`src/rtl/muldiv_pkg.sv`:
```
// Shared encodings for the multiply/divide unit; the decoder drives `op` with these.
package muldiv_pkg;

    localparam logic [2:0] OP_MULTU = 3'b000;
    localparam logic [2:0] OP_DIVU  = 3'b001;
    localparam logic [2:0] OP_MTHI  = 3'b010;
    localparam logic [2:0] OP_MTLO  = 3'b011;
    localparam logic [2:0] OP_MULT  = 3'b100;
    localparam logic [2:0] OP_DIV   = 3'b101;

    typedef enum logic [1:0] {
        S_IDLE,
        S_RUN,
        S_DONE
    } state_t;

endpackage

```
`src/rtl/muldiv_iter.sv`:
```
// One combinational iteration: shift-add step for multiply (LSB first),
// restoring shift-subtract step for divide (MSB first).
module muldiv_iter #(
    parameter int WIDTH = 32
) (
    input  logic             is_div,
    input  logic [WIDTH-1:0] part,
    input  logic             shift_in,
    input  logic [WIDTH-1:0] opnd,
    output logic [WIDTH-1:0] part_nxt,
    output logic             q_bit
);

    logic [WIDTH:0]   sum;
    logic [WIDTH:0]   shifted;
    logic [WIDTH-1:0] diff;

    always_comb begin
        sum      = {1'b0, part} + (shift_in ? {1'b0, opnd} : (WIDTH+1)'(0));
        shifted  = {part, shift_in};
        // when the subtraction is taken its true result is below 2^WIDTH, so modular width suffices
        diff     = shifted[WIDTH-1:0] - opnd;
        if (is_div) begin
            q_bit    = shifted >= {1'b0, opnd};
            part_nxt = q_bit ? diff : shifted[WIDTH-1:0];
        end else begin
            q_bit    = sum[0];
            part_nxt = sum[WIDTH:1];
        end
    end

endmodule

```
`src/rtl/muldiv_unit.sv`:
```
// Iterative MULTU/DIVU unit owning HI/LO. Signed MULT/DIV are built only when
// MULDIV_SIGNED_EN is defined.
//   state  | meaning
//   S_IDLE | waiting for start
//   S_RUN  | one iteration per cycle, busy high
//   S_DONE | one-cycle done pulse, new hi/lo visible
module muldiv_unit
    import muldiv_pkg::*;
#(
    parameter  int WIDTH = 32,
    localparam int CNT_W = $clog2(WIDTH) + 1
) (
    input  logic             clk,
    input  logic             reset_n,
    input  logic             start,
    input  logic [2:0]       op,
    input  logic [WIDTH-1:0] a,
    input  logic [WIDTH-1:0] b,
    input  logic             abort,
    output logic             busy,
    output logic             done,
    output logic             div_by_zero,
    output logic [WIDTH-1:0] hi,
    output logic [WIDTH-1:0] lo
);

    state_t           state, state_nxt;
    logic [CNT_W-1:0] cnt;
    logic [WIDTH-1:0] part, shreg, opnd;
    logic             is_div, dbz;
    logic             op_signed, op_long, op_mt, accept, last;
    logic [WIDTH-1:0] a_in, b_in;
    logic [WIDTH-1:0] part_nxt, sh_nxt, fin_hi, fin_lo;
    logic             q_bit;
`ifdef MULDIV_SIGNED_EN
    logic             neg_q, neg_r;
`endif

    always_comb begin
        op_signed = 1'b0;
        a_in      = a;
        b_in      = b;
`ifdef MULDIV_SIGNED_EN
        op_signed = (op == OP_MULT) || (op == OP_DIV);
        if (op_signed && a[WIDTH-1]) a_in = -a;
        if (op_signed && b[WIDTH-1]) b_in = -b;
`endif
        op_long = (op == OP_MULTU) || (op == OP_DIVU) || op_signed;
        op_mt   = (op == OP_MTHI) || (op == OP_MTLO);
        accept  = start && !abort && (state != S_RUN) && (op_long || op_mt);
        last    = cnt == CNT_W'(WIDTH - 1);
    end

    always_ff @(posedge clk) begin
        if (!reset_n) state <= S_IDLE;
        else          state <= state_nxt;
    end

    always_comb begin
        state_nxt = state;
        case (state)
            S_RUN: begin
                if (abort)     state_nxt = S_IDLE;
                else if (last) state_nxt = S_DONE;
            end
            default: begin
                if (accept) state_nxt = op_long ? S_RUN : S_DONE;
                else        state_nxt = S_IDLE;
            end
        endcase
    end

    muldiv_iter #(.WIDTH(WIDTH)) u_iter (
        .is_div   (is_div),
        .part     (part),
        .shift_in (is_div ? shreg[WIDTH-1] : shreg[0]),
        .opnd     (opnd),
        .part_nxt (part_nxt),
        .q_bit    (q_bit)
    );

    assign sh_nxt = is_div ? {shreg[WIDTH-2:0], q_bit} : {q_bit, shreg[WIDTH-1:1]};

    always_comb begin
        fin_hi = part_nxt;
        fin_lo = sh_nxt;
`ifdef MULDIV_SIGNED_EN
        if (!is_div && neg_q) begin
            {fin_hi, fin_lo} = -{part_nxt, sh_nxt};
        end else if (is_div) begin
            if (neg_q) fin_lo = -sh_nxt;
            if (neg_r) fin_hi = -part_nxt;
        end
`endif
        // zero divisor leaves the dividend in the remainder; quotient is forced to all ones
        if (dbz) fin_lo = '1;
    end

    always_ff @(posedge clk) begin
        if (!reset_n) begin
            hi     <= '0;
            lo     <= '0;
            part   <= '0;
            shreg  <= '0;
            opnd   <= '0;
            cnt    <= '0;
            is_div <= 1'b0;
            dbz    <= 1'b0;
`ifdef MULDIV_SIGNED_EN
            neg_q  <= 1'b0;
            neg_r  <= 1'b0;
`endif
        end else begin
            if (accept) begin
                if (op_long) begin
                    is_div <= op[0];
                    dbz    <= op[0] && (b == '0);
                    part   <= '0;
                    cnt    <= '0;
                    shreg  <= op[0] ? a_in : b_in;
                    opnd   <= op[0] ? b_in : a_in;
`ifdef MULDIV_SIGNED_EN
                    neg_q  <= op_signed && (a[WIDTH-1] ^ b[WIDTH-1]);
                    neg_r  <= op_signed && op[0] && a[WIDTH-1];
`endif
                end else begin
                    dbz <= 1'b0;
                    if (op == OP_MTHI) hi <= a;
                    else               lo <= a;
                end
            end
            if (state == S_RUN && !abort) begin
                part  <= part_nxt;
                shreg <= sh_nxt;
                cnt   <= cnt + CNT_W'(1);
                if (last) begin
                    hi <= fin_hi;
                    lo <= fin_lo;
                end
            end
        end
    end

    assign busy        = state == S_RUN;
    assign done        = state == S_DONE;
    assign div_by_zero = (state == S_DONE) && dbz;

endmodule
```
`config.mk`:
```
export PLATFORM = sky130hd
export DESIGN_NAME = muldiv_unit
export DESIGN_NICKNAME = d
export VERILOG_FILES = /design/src/rtl/muldiv_pkg.sv /design/src/rtl/muldiv_iter.sv /design/src/rtl/muldiv_unit.sv
export SDC_FILE = /design/constraint.sdc
export NUM_CORES = 1
export LEC_CHECK = 0
export ABC_AREA = 1
export BUFFER_PORTS_ARGS = -buffer_cell sky130_fd_sc_hd__buf_2
export CORE_ASPECT_RATIO = 1.4
export CORE_UTILIZATION = 46
export CTS_BUF_LIST = sky130_fd_sc_hd__clkbuf_16
export DETAILED_ROUTE_END_ITERATION = 8
export PLACE_DENSITY_LB_ADDON = 0.08
export SYNTH_ARGS = -nofsm -noshare
export SYNTH_HDL_FRONTEND = slang
export SYNTH_SLANG_ARGS = --single-unit
export TNS_END_PERCENT = 1
```
`constraint.sdc`:
```
create_clock -name clk -period 2.9 [get_ports clk]
set_clock_uncertainty 0.05 [all_clocks]
set_input_delay 0.29 -clock clk [delete_from_list [all_inputs] [get_ports clk]]
set_output_delay 0.29 -clock clk [all_outputs]
set_load 0.02 [all_outputs]
```
==> results.json, run 1 <==
{
  "maxSlewHeadroom": 0.424,
  "grt_max_degree": 75,
  "use_met3": 0.0447,
  "dr.pass1.iters": 7,
  "hold_path.startpoint": "b[4]",
  "use_met1": 0.441,
  "status": "completed",
  "wire_per_inst_um": 18.9,
  "post-place-cells": 2857,
  "hold_viol": 0,
  "critPathMaxFanout": 20,
  "p_total_mw": 6.08,
  "nets": 2630,
  "power_density_mw_per_mm2": 384,
  "p_leak_nw": 7.89,
  "rows": 75,
  "final_cells": 2888,
  "final_max_slew_viol_count": 0,
  "numCtsBuffers": 17,
  "clk_pin_slew_ns": 0.07,
  "ys_seq_area_frac": 0.243,
  "postSynth.asyncResetShare": 0,
  "dp_hpwl_mm": 42.3,
  "yosys_most_used_dff": "dfxtp_1",
  "wl_mm": 54.5,
  "period_minus_slack_ns": 2.79,
  "crit_path_start_kind": "register",
  "avgSynthCellArea_sq_um": 5.87,
  "grt.total_usage": 0.354,
  "place_congestion": 0.953,
  "min_path_type": "in -> reg",
  "syn_nets": 2527,
  "required_ns": 3.18,
  "fmax_ghz": 0.358,
  "reg2regPathDepth": 13,
  "post_cts_buffers": 0,
  "final_common_cell": "nand2_1",
  "grt_pass1_wl_mm": 84.2,
  "path_class": "reg -> reg",
  "met2_usage": 0.601,
  "cts_tree": "yes",
  "overflow": 0,
  "ys_ff_latch": 170,
  "antenna_found_initial": 0,
  "synth_area_sq_mm": 0.0140,
  "routed_via_density": 5.54,
  "max-clock-path-buffers": 2,
  "finalSetupViolCount": 0,
  "drt-initial-drc-count": 1228,
  "drc": 0,
  "port_buffers": 137,
  "root_buffer": "clkbuf_16",
  "vdd_drop_max_mv": 0.397,
  "rr_startpoint": "opnd[22]$_SDFFE_PN0P_",
  "max_cap_viol_count": 0,
  "grt.busiest_layer": "met2",
  "syn_inst": 2388,
  "insertion_delay_ns": 0.46,
  "arrival_ns": 3.07,
  "diodes": 0,
  "nFillCells": 3249,
  "drive_gt1_frac": 0.121,
  "initial_core_util": 0.468,
  "drtAntennaViolNets": 0,
  "post-route-period-util": 0.962,
  "ys_warn_count": 0,
  "area_growth_syn_to_layout_pct": 13.0,
  "io_pins": 138,
  "first_global_vias": 15100,
  "die_y_um": 209,
  "h-tree-depth": 4,
  "tightest_slew_ns": 0.864,
  "fp.dieArea_sq_mm": 0.0312,
  "crit_end": "hi[4]$_SDFF_PN0_",
  "vias": 16000,
  "critPathCaptureType": "register",
  "yosysUniqueCellTypes": 52,
  "r2r-end": "hi[4]$_SDFF_PN0_",
  "numClockSinks": 170,
  "rsz0062_at_grt": "yes",
  "crit_start": "opnd[22]$_SDFFE_PN0P_",
  "most-common-layout-cells": "nand2_1 (649), inv_1 (394), a21oi_1 (225)",
  "r2r_slack_ns": 0.11,
  "core_area_sq_mm": 0.0299,
  "dieWidth_um": 150,
  "synth_edf_count": 0
}
==> metrics by stage <==
stage	util	area, sq um	TNS, ns	hold WS, ns	worst slack, ns
global placement	0.508	15200	0	0.406	0.120
floorplan	-	14000	0	0.388	0.111
detailed placement	0.508	15200	0	0.408	0.0836
CTS	0.526	15800	0	0.0870	0.0566
finish	0.529	15800	0	0.102	0.110
global route	0.529	15800	-0.139	0.111	-0.0314
==> layout make-up <==
cell class	instances	area, sq um	share of cell area
multi-input cells	1703	8700	0.549
flip-flops and latches	170	3410	0.215
clock inverters	14	133	0.00838
repair buffers	198	1180	0.0746
well taps	385	482	0.0304
inverters	401	1510	0.0952
clock buffers	17	425	0.0269
==> layer usage <==
layer,vias up,routed length [um]
met5,-,0
met4,0,2430
met3,108,2890
met2,520,26600
met1,7446,22600
li1,7934,-
==> power by group <==
| part | leakage (nW) | switching, mW | total [mW] | internal [mW] |
|---|---|---|---|---|
| clock | 0.269 | 1.06 | 2.31 | 1.25 |
| sequential | 1.38 | 0.0275 | 2.41 | 2.38 |
| combinational | 6.24 | 0.948 | 1.36 | 0.410 |
| total | 7.89 | 2.04 | 6.08 | 4.04 |
==> timing repair <==
| item | in CTS | in global routing |
|---|---|---|
| hold buffers | 0 | 0 |
| resized for setup | 0 | 27 |
| endpoints found under the setup margin | 0 | 54 |
==> worst min path at each step <==
stage / endpoint / slack [ns] / cells past startpoint
3_5_place_dp: shreg[9]$_SDFFE_PN0P_ / 0.41 / 2
5_1_grt: opnd[31]$_SDFFE_PN0P_ / 0.11 / 3
3_3_place_gp: shreg[23]$_SDFFE_PN0P_ / 0.41 / 2
4_1_cts: opnd[12]$_SDFFE_PN0P_ / 0.09 / 3
2_1_floorplan: shreg[23]$_SDFFE_PN0P_ / 0.39 / 2
6_report: opnd[4]$_SDFFE_PN0P_ / 0.10 / 3
==> worst max-delay path, cell delays in order, from the launching register on <==
cell,delay (ns)
dfxtp_1,0.33
inv_1,0.09
ha_1,0.40
buf_4,0.15
nand2_1,0.10
nor2_1,0.24
nand2_1,0.14
nor2_2,0.21
a21oi_2,0.14
nand2_4,0.20
buf_12,0.19
nand3_1,0.11
nand3_1,0.21
a21oi_1,0.09
==> synth_stat cells (13+ instances only) <==
master	n	area, sq um
dfxtp_1	170	3400
clkbuf_1	79	297
o221ai_1	13	114
ha_1	66	826
o211ai_1	21	158
a21oi_1	227	1140
nand4_1	55	344
buf_2	19	95.1
xnor2_1	15	131
inv_1	394	1480
nand2_1	657	2470
nand3_1	167	836
o2111ai_1	18	158
nor2_1	163	612
o21ai_0	182	911
==> cells by family (layout without fill, tap and decap cells) <==
family / Yosys count / count (layout) / synth area share
simple gates: 1119 / 1119 / 0.344
buf+inv: 515 / 630 / 0.144
compound gates: 497 / 497 / 0.196
flops: 170 / 170 / 0.243
fa+ha+maj: 68 / 68 / 0.0618
xor+xnor: 19 / 19 / 0.0119
==> registers in the layout (all words and copies together), names as in the netlist <==
name / count
lo: 32
part: 32
state: 2
dbz: 1
opnd: 32
hi: 32
cnt: 6
is_div: 1
shreg: 32
Note: power is estimated with default switching activity, not from simulation.
==> inputs of run 2 (changes only) <==
--- a/config.mk
+++ b/config.mk
@@ -5,7 +5,7 @@
 export SDC_FILE = /design/constraint.sdc
 export NUM_CORES = 1
 export LEC_CHECK = 0
-export ABC_AREA = 1
+export ABC_AREA = 0
 export BUFFER_PORTS_ARGS = -buffer_cell sky130_fd_sc_hd__buf_2
 export CORE_ASPECT_RATIO = 1.4
 export CORE_UTILIZATION = 46
==> run 2 against run 1 <==
Net effect:
- the flow now finishes with violations (negative setup slack)
- global-route usage is 2.1 points lower
- die area is 11% lower
- fmax is 16% lower
- combinational power is 13% higher
==> results.json, run 2 <==
{
  "postLayoutCoreUtil": 0.638,
  "root_buffer": "clkbuf_16",
  "antenna_found_initial": 0,
  "holdWs_ns": 0.101,
  "post-place-ws_ns": -0.574,
  "overflow": 0,
  "min_path_type": "in -> reg",
  "place_congestion": 0.962,
  "power_density_mw_per_mm2": 381,
  "wire_per_inst_um": 19.9,
  "vias": 13300,
  "ys_seq_area_frac": 0.274,
  "avgSynthCellArea_sq_um": 7.94,
  "synthTopCellsByCount": "dfxtp_1 (170), nand2_1 (170), nor2_1 (144), mux2i_1 (129), a21oi_1 (120)",
  "drtAntennaViolNets": 0,
  "reg2regPathDepth": 14,
  "yosysUniqueCellTypes": 74,
  "cpPeakStageDelay_ns": 0.37,
  "ys_ff_latch": 170,
  "critPathCaptureType": "register",
  "finalSetupTns_ns": -11.36,
  "synth_area_sq_mm": 0.0124,
  "crit_path_start_kind": "register",
  "r2r-end": "part[24]$_SDFFE_PN0P_",
  "grt.total_usage": 0.333,
  "drc": 0,
  "vdd_drop_max_mv": 0.403,
  "holdBufCountCts": 0,
  "drt-initial-drc-count": 738,
  "p_leak_nw": 7.62,
  "synthTopCellsByArea": "dfxtp_1 (27%), mux2i_1 (10%), ha_1 (6.6%)",
  "crit_start": "is_div$_SDFFE_PN0P_",
  "nets": 2072,
  "ys_warn_count": 0,
  "crit_chain": "mux2i_4 > buf_8 > nor2_1 > ha_1 > a211o_1 > o211ai_1 > a311oi_2 > buf_4 > o21ai_1 > buf_4 > o21ai_2 > xnor2_1 > nor3_1 > a211o_1",
  "first_global_vias": 13200,
  "numClockSinks": 170,
  "fp.dieArea_sq_mm": 0.0277,
  "syn_inst": 1566,
  "postSynth.asyncResetShare": 0,
  "tightest_slew_ns": 0.994,
  "crit_end": "part[24]$_SDFFE_PN0P_",
  "violations": "negative setup slack",
  "die_y_um": 196,
  "worst_slack_ns": -0.421,
  "fmax_ghz": 0.301,
  "finalSetupViolCount": 61,
  "io_pins": 138,
  "cp_slowest_cell": "dfxtp_4",
  "path_class": "reg -> reg",
  "drive_gt1_frac": 0.333,
  "diodes": 0,
  "yosys.area.top_type_share": 0.274,
  "numCtsBuffers": 17,
  "most-common-layout-cells": "buf_4 (317), nand2_1 (167), dfxtp_1 (167)",
  "initial_core_util": 0.471,
  "arrival_ns": 3.60,
  "yosysTopAreaCell": "dfxtp_1",
  "critPathMaxFanout": 11,
  "h-tree-depth": 4,
  "rr_startpoint": "is_div$_SDFFE_PN0P_",
  "final_max_slew_viol_count": 0,
  "maxSlewHeadroom": 0.337,
  "area_growth_syn_to_layout_pct": 35.3,
  "r2r_slack_ns": -0.42,
  "grt_pass1_wl_mm": 71.7,
  "port_buffers": 137,
  "cts_tree": "yes",
  "final_common_cell": "buf_4",
  "core_area_sq_mm": 0.0264,
  "period_minus_slack_ns": 3.32,
  "rsz0062_at_grt": "yes",
  "yosys_most_used_dff": "dfxtp_1",
  "grt_max_degree": 103,
  "insertion_delay_ns": 0.44,
  "dieWidth_um": 141,
  "syn_nets": 1705,
  "max-clock-path-buffers": 2,
  "wl_mm": 45.8,
  "rows": 70,
  "hold_viol": 0,
  "dp_hpwl_mm": 34.9,
  "required_ns": 3.18,
  "synth_edf_count": 0,
  "clk_pin_slew_ns": 0.07,
  "dr.pass1.iters": 5,
  "status": "complete, but fails checks",
  "post-route-period-util": 1.15,
  "routed_via_density": 5.77,
  "max_cap_viol_count": 0
}
run 2: cell types whose count changed in the layout (fill, tap and decap cells not counted), sizes merged, moves of 26 or more:
cell / previous run / this run
nor2: 170 / 144
nand3: 179 / 20
mux2: 0 / 39
mux2i: 0 / 130
buf: 198 / 465
nand2: 672 / 171
a21oi: 228 / 120
a211oi: 2 / 78
a31oi: 7 / 34
inv: 403 / 53
nand4: 55 / 18
o21ai: 186 / 98
run 2: cell type report:
cell class / count / area, sq um
Clock buffer: 17 / 425
Clock inverter: 15 / 199
Fill cell: 2355 / 9550
Inverter: 52 / 196
Multi-Input combinational cell: 1227 / 8870
Sequential cell: 170 / 3410
Tap cell: 360 / 450
Timing Repair Buffer: 465 / 3260
run 2: worst min path at each step:
stage | end | from | slack, ns | cells past startpoint
floorplan | cnt[5]$_SDFFE_PN0P_ | cnt[5]$_SDFFE_PN0P_ | 0.37 | 1
finish | lo[16]$_SDFF_PN0_ | a[16] | 0.10 | 3
CTS | lo[18]$_SDFF_PN0_ | a[18] | 0.09 | 3
global route | lo[27]$_SDFF_PN0_ | a[27] | 0.10 | 3
global placement | cnt[5]$_SDFFE_PN0P_ | cnt[5]$_SDFFE_PN0P_ | 0.40 | 1
detailed placement | cnt[5]$_SDFFE_PN0P_ | cnt[5]$_SDFFE_PN0P_ | 0.40 | 1
run 2: cells by family (layout without fill, tap and decap cells):
family | after synthesis | count (layout) | synth area share
AOI/OAI and AO/OA | 493 | 493 | 0.263
xor gates and xnor gates | 53 | 53 | 0.0373
adders and majority gates | 68 | 68 | 0.0697
buffers and inverters | 169 | 549 | 0.0578
DFF | 170 | 170 | 0.274
muxes | 169 | 169 | 0.141
and+or+nand+nor | 444 | 444 | 0.157
run 2: report_power, final:
part           internal (mW)  switching [mW]  leakage, nW  total, mW
clock                   1.44            1.02        0.304       2.47
sequential              2.38          0.0319         1.38       2.41
combinational          0.700           0.835         5.94       1.54
run 2: layer usage:
layer	global-route usage	routed length, um	vias up
li1	-	-	6491
met1	0.422	19800	6335
met2	0.575	22500	398
met3	0.0338	1930	75
met4	0.137	1620	0
met5	0	0	-
run 2: critical path: cells and delay by family, from the launching register on:
kind                       cells  cell delay (ns)
buffers and inverters          3             0.53
and+or+nand+nor                2             0.14
adders and majority gates      1             0.31
AOI/OAI and AO/OA              6             1.26
muxes                          1             0.30
DFF                            1             0.37
xor gates and xnor gates       1             0.26
run 2: repair_timing:
action | CTS | global route
setup endpoints to repair | 66 | 66
setup buffers | 4 | 3
gates resized for setup | 43 | 79
pin swaps | 14 | 27
run 2: stage by stage:
| stage | cell area (sq um) | instances | power, mW |
|---|---|---|---|
| 2_1_floorplan | 12500 | 1566 | 3.26 |
| 3_3_place_gp | 15600 | 2267 | 3.88 |
| 3_5_place_dp | 15600 | 2267 | 3.88 |
| 4_1_cts | 16400 | 2303 | 6.36 |
| 5_1_grt | 16800 | 2306 | 6.62 |
| 6_report | 16800 | 2306 | 6.41 |
==> inputs of run 3 (changes only) <==
--- a/config.mk
+++ b/config.mk
@@ -8,10 +8,12 @@
 export ABC_AREA = 0
 export BUFFER_PORTS_ARGS = -buffer_cell sky130_fd_sc_hd__buf_2
 export CORE_ASPECT_RATIO = 1.4
-export CORE_UTILIZATION = 46
+export CORE_UTILIZATION = 50
 export CTS_BUF_LIST = sky130_fd_sc_hd__clkbuf_16
+export CTS_CLUSTER_DIAMETER = 40
 export DETAILED_ROUTE_END_ITERATION = 8
 export PLACE_DENSITY_LB_ADDON = 0.08
+export SKIP_CTS_REPAIR_TIMING = 1
 export SYNTH_ARGS = -nofsm -noshare
 export SYNTH_HDL_FRONTEND = slang
 export SYNTH_SLANG_ARGS = --single-unit
==> run 3 against run 2 <==
Net effect:
- the flow still finishes with violations (negative setup slack)
- core utilization rose by 5.4 points
- design area fell by 0.60%
- fmax barely moved
- critical path depth rose by 1
- clock-buffer cell count did not move
- non-clock buffer count fell by 4
- clock power fell by 11%
- sequential share of layout area rose by 0.11 points
- first-iteration DRC count rose by 33%
- global-route usage rose by 0.94 points
- largest cell class unchanged
- largest power group is now sequential cells
==> results.json, run 3 (synthesis results as in run 2) <==
{
  "path_class": "reg -> reg",
  "violations": "negative setup slack",
  "nets": 2068,
  "clk_pin_slew_ns": 0.07,
  "first_global_vias": 12800,
  "required_ns": 3.18,
  "holdWs_ns": 0.0937,
  "power_frac_seq": 0.393,
  "most-common-layout-cells": "buf_4 (305), dfxtp_1 (169), nand2_1 (166)",
  "rows": 67,
  "numClockSinks": 170,
  "die_y_um": 189,
  "fmax_ghz": 0.301,
  "insertion_delay_ns": 0.45,
  "rr_startpoint": "is_div$_SDFFE_PN0P_",
  "p_int_mw": 4.25,
  "r2r-end": "hi[25]$_SDFF_PN0_",
  "routed_via_density": 6.04,
  "dp_hpwl_mm": 33.0,
  "period_minus_slack_ns": 3.32,
  "maxSlewHeadroom": 0.308,
  "antenna_found_initial": 0,
  "fp.dieArea_sq_mm": 0.0255,
  "worst_slack_ns": -0.424,
  "root_buffer": "clkbuf_16",
  "post-route-period-util": 1.15,
  "critPathCaptureType": "register",
  "rsz0062_at_grt": "yes",
  "place_congestion": 1.00,
  "crit_path_start_kind": "register",
  "numCtsBuffers": 17,
  "combPwrFrac": 0.247,
  "p_total_mw": 6.14,
  "finalSetupViolCount": 65,
  "critPathMaxFanout": 7,
  "wl_mm": 45.5,
  "crit_chain": "mux2i_4 > buf_12 > buf_12 > clkbuf_16 > nor2_1 > ha_1 > nand2_1 > o21ai_4 > a41o_1 > o31ai_4 > o41a_1 > xor2_1 > o22ai_1 > a31oi_1 > a21oi_1",
  "final_max_slew_viol_count": 0,
  "reg2regPathDepth": 15,
  "cts_tree": "yes",
  "p_leak_nw": 7.55,
  "drt-initial-drc-count": 978,
  "cp_slowest_cell": "o41a_1",
  "area_growth_syn_to_layout_pct": 34.5,
  "grt_max_degree": 103,
  "switching_share": 0.308,
  "vias": 13600,
  "max-clock-path-buffers": 2,
  "max_cap_viol_count": 0,
  "diodes": 0,
  "min_path_type": "in -> reg",
  "hold_depth": 3,
  "status": "complete, but fails checks",
  "clockPowerShare": 0.360,
  "io_pins": 138,
  "overflow": 0,
  "crit_start": "is_div$_SDFFE_PN0P_",
  "power_density_mw_per_mm2": 367,
  "core_area_sq_mm": 0.0241,
  "final_common_cell": "buf_4",
  "path_common_cell": "buf_12",
  "grt_pass1_wl_mm": 68.1,
  "drc": 0,
  "vdd_drop_max_mv": 0.616,
  "grt.total_usage": 0.343,
  "wire_per_inst_um": 20.2,
  "r2r_slack_ns": -0.42,
  "port_buffers": 137,
  "crit_end": "hi[25]$_SDFF_PN0_",
  "h-tree-depth": 4,
  "hold_viol": 0,
  "p_sw_mw": 1.89,
  "dieWidth_um": 135,
  "drive_gt1_frac": 0.332,
  "tightest_slew_ns": 1.04,
  "drtAntennaViolNets": 0,
  "dr.pass1.iters": 5,
  "cpPeakStageDelay_ns": 0.44,
  "arrival_ns": 3.60,
  "initial_core_util": 0.515
}
==> run 3: worst min path at each step <==
stage | startpoint | slack, ns | to
after floorplan | cnt[5]$_SDFFE_PN0P_ | 0.37 | cnt[5]$_SDFFE_PN0P_
after global placement | cnt[5]$_SDFFE_PN0P_ | 0.41 | cnt[5]$_SDFFE_PN0P_
after detailed placement | cnt[5]$_SDFFE_PN0P_ | 0.41 | cnt[5]$_SDFFE_PN0P_
after CTS | a[17] | 0.08 | lo[17]$_SDFF_PN0_
after global routing | a[26] | 0.11 | lo[26]$_SDFF_PN0_
final | a[16] | 0.09 | lo[16]$_SDFF_PN0_
==> run 3: power by group through the flow <==
stage                     sequential [mW]  combinational, mW  clock [mW]
after floorplan                      2.47              0.795           0
after global placement               2.46               1.39           0
after detailed placement             2.46               1.40           0
after CTS                            2.41               1.41        2.22
after global routing                 2.41               1.60        2.33
final                                2.41               1.51        2.21
==> run 3: routing by layer <==
metal	GRT usage	wire (um)	vias to the layer above
met5	0	0	-
met4	0.150	1940	0
met3	0.0417	2530	127
met2	0.565	21900	527
met1	0.444	19100	6475
li1	-	-	6478
==> run 3: through the flow <==
stage | util | setup slack [ns] | instances | cell area (sq um) | TNS (ns)
finish | 0.692 | -0.424 | 2252 | 16700 | -15.38
global route | 0.692 | -0.536 | 2252 | 16700 | -23.11
CTS | 0.660 | -0.564 | 2229 | 15900 | -17.82
detailed placement | 0.637 | -0.519 | 2197 | 15400 | -16.19
global placement | 0.637 | -0.503 | 2197 | 15400 | -14.31
floorplan | - | -0.169 | 1566 | 12500 | -2.16
==> run 3: worst max-delay path, delay by kind of cell (launching register included) <==
family | cells | cell delay [ns]
buffers and inverters | 3 | 0.44
DFF | 1 | 0.37
adders and majority gates | 1 | 0.37
xor gates and xnor gates | 1 | 0.17
muxes | 1 | 0.26
AOI/OAI and AO/OA | 7 | 1.39
and+or+nand+nor | 2 | 0.16
==> run 3: layout make-up <==
| cell class | count | area, sq um |
|---|---|---|
| multi-input cells | 1227 | 8880 |
| fillers | 2038 | 7430 |
| flip-flops and latches | 170 | 3410 |
| repair buffers | 461 | 3290 |
| clock buffers | 17 | 425 |
| well taps | 310 | 388 |
| inverters | 52 | 201 |
| clock inverters | 15 | 126 |
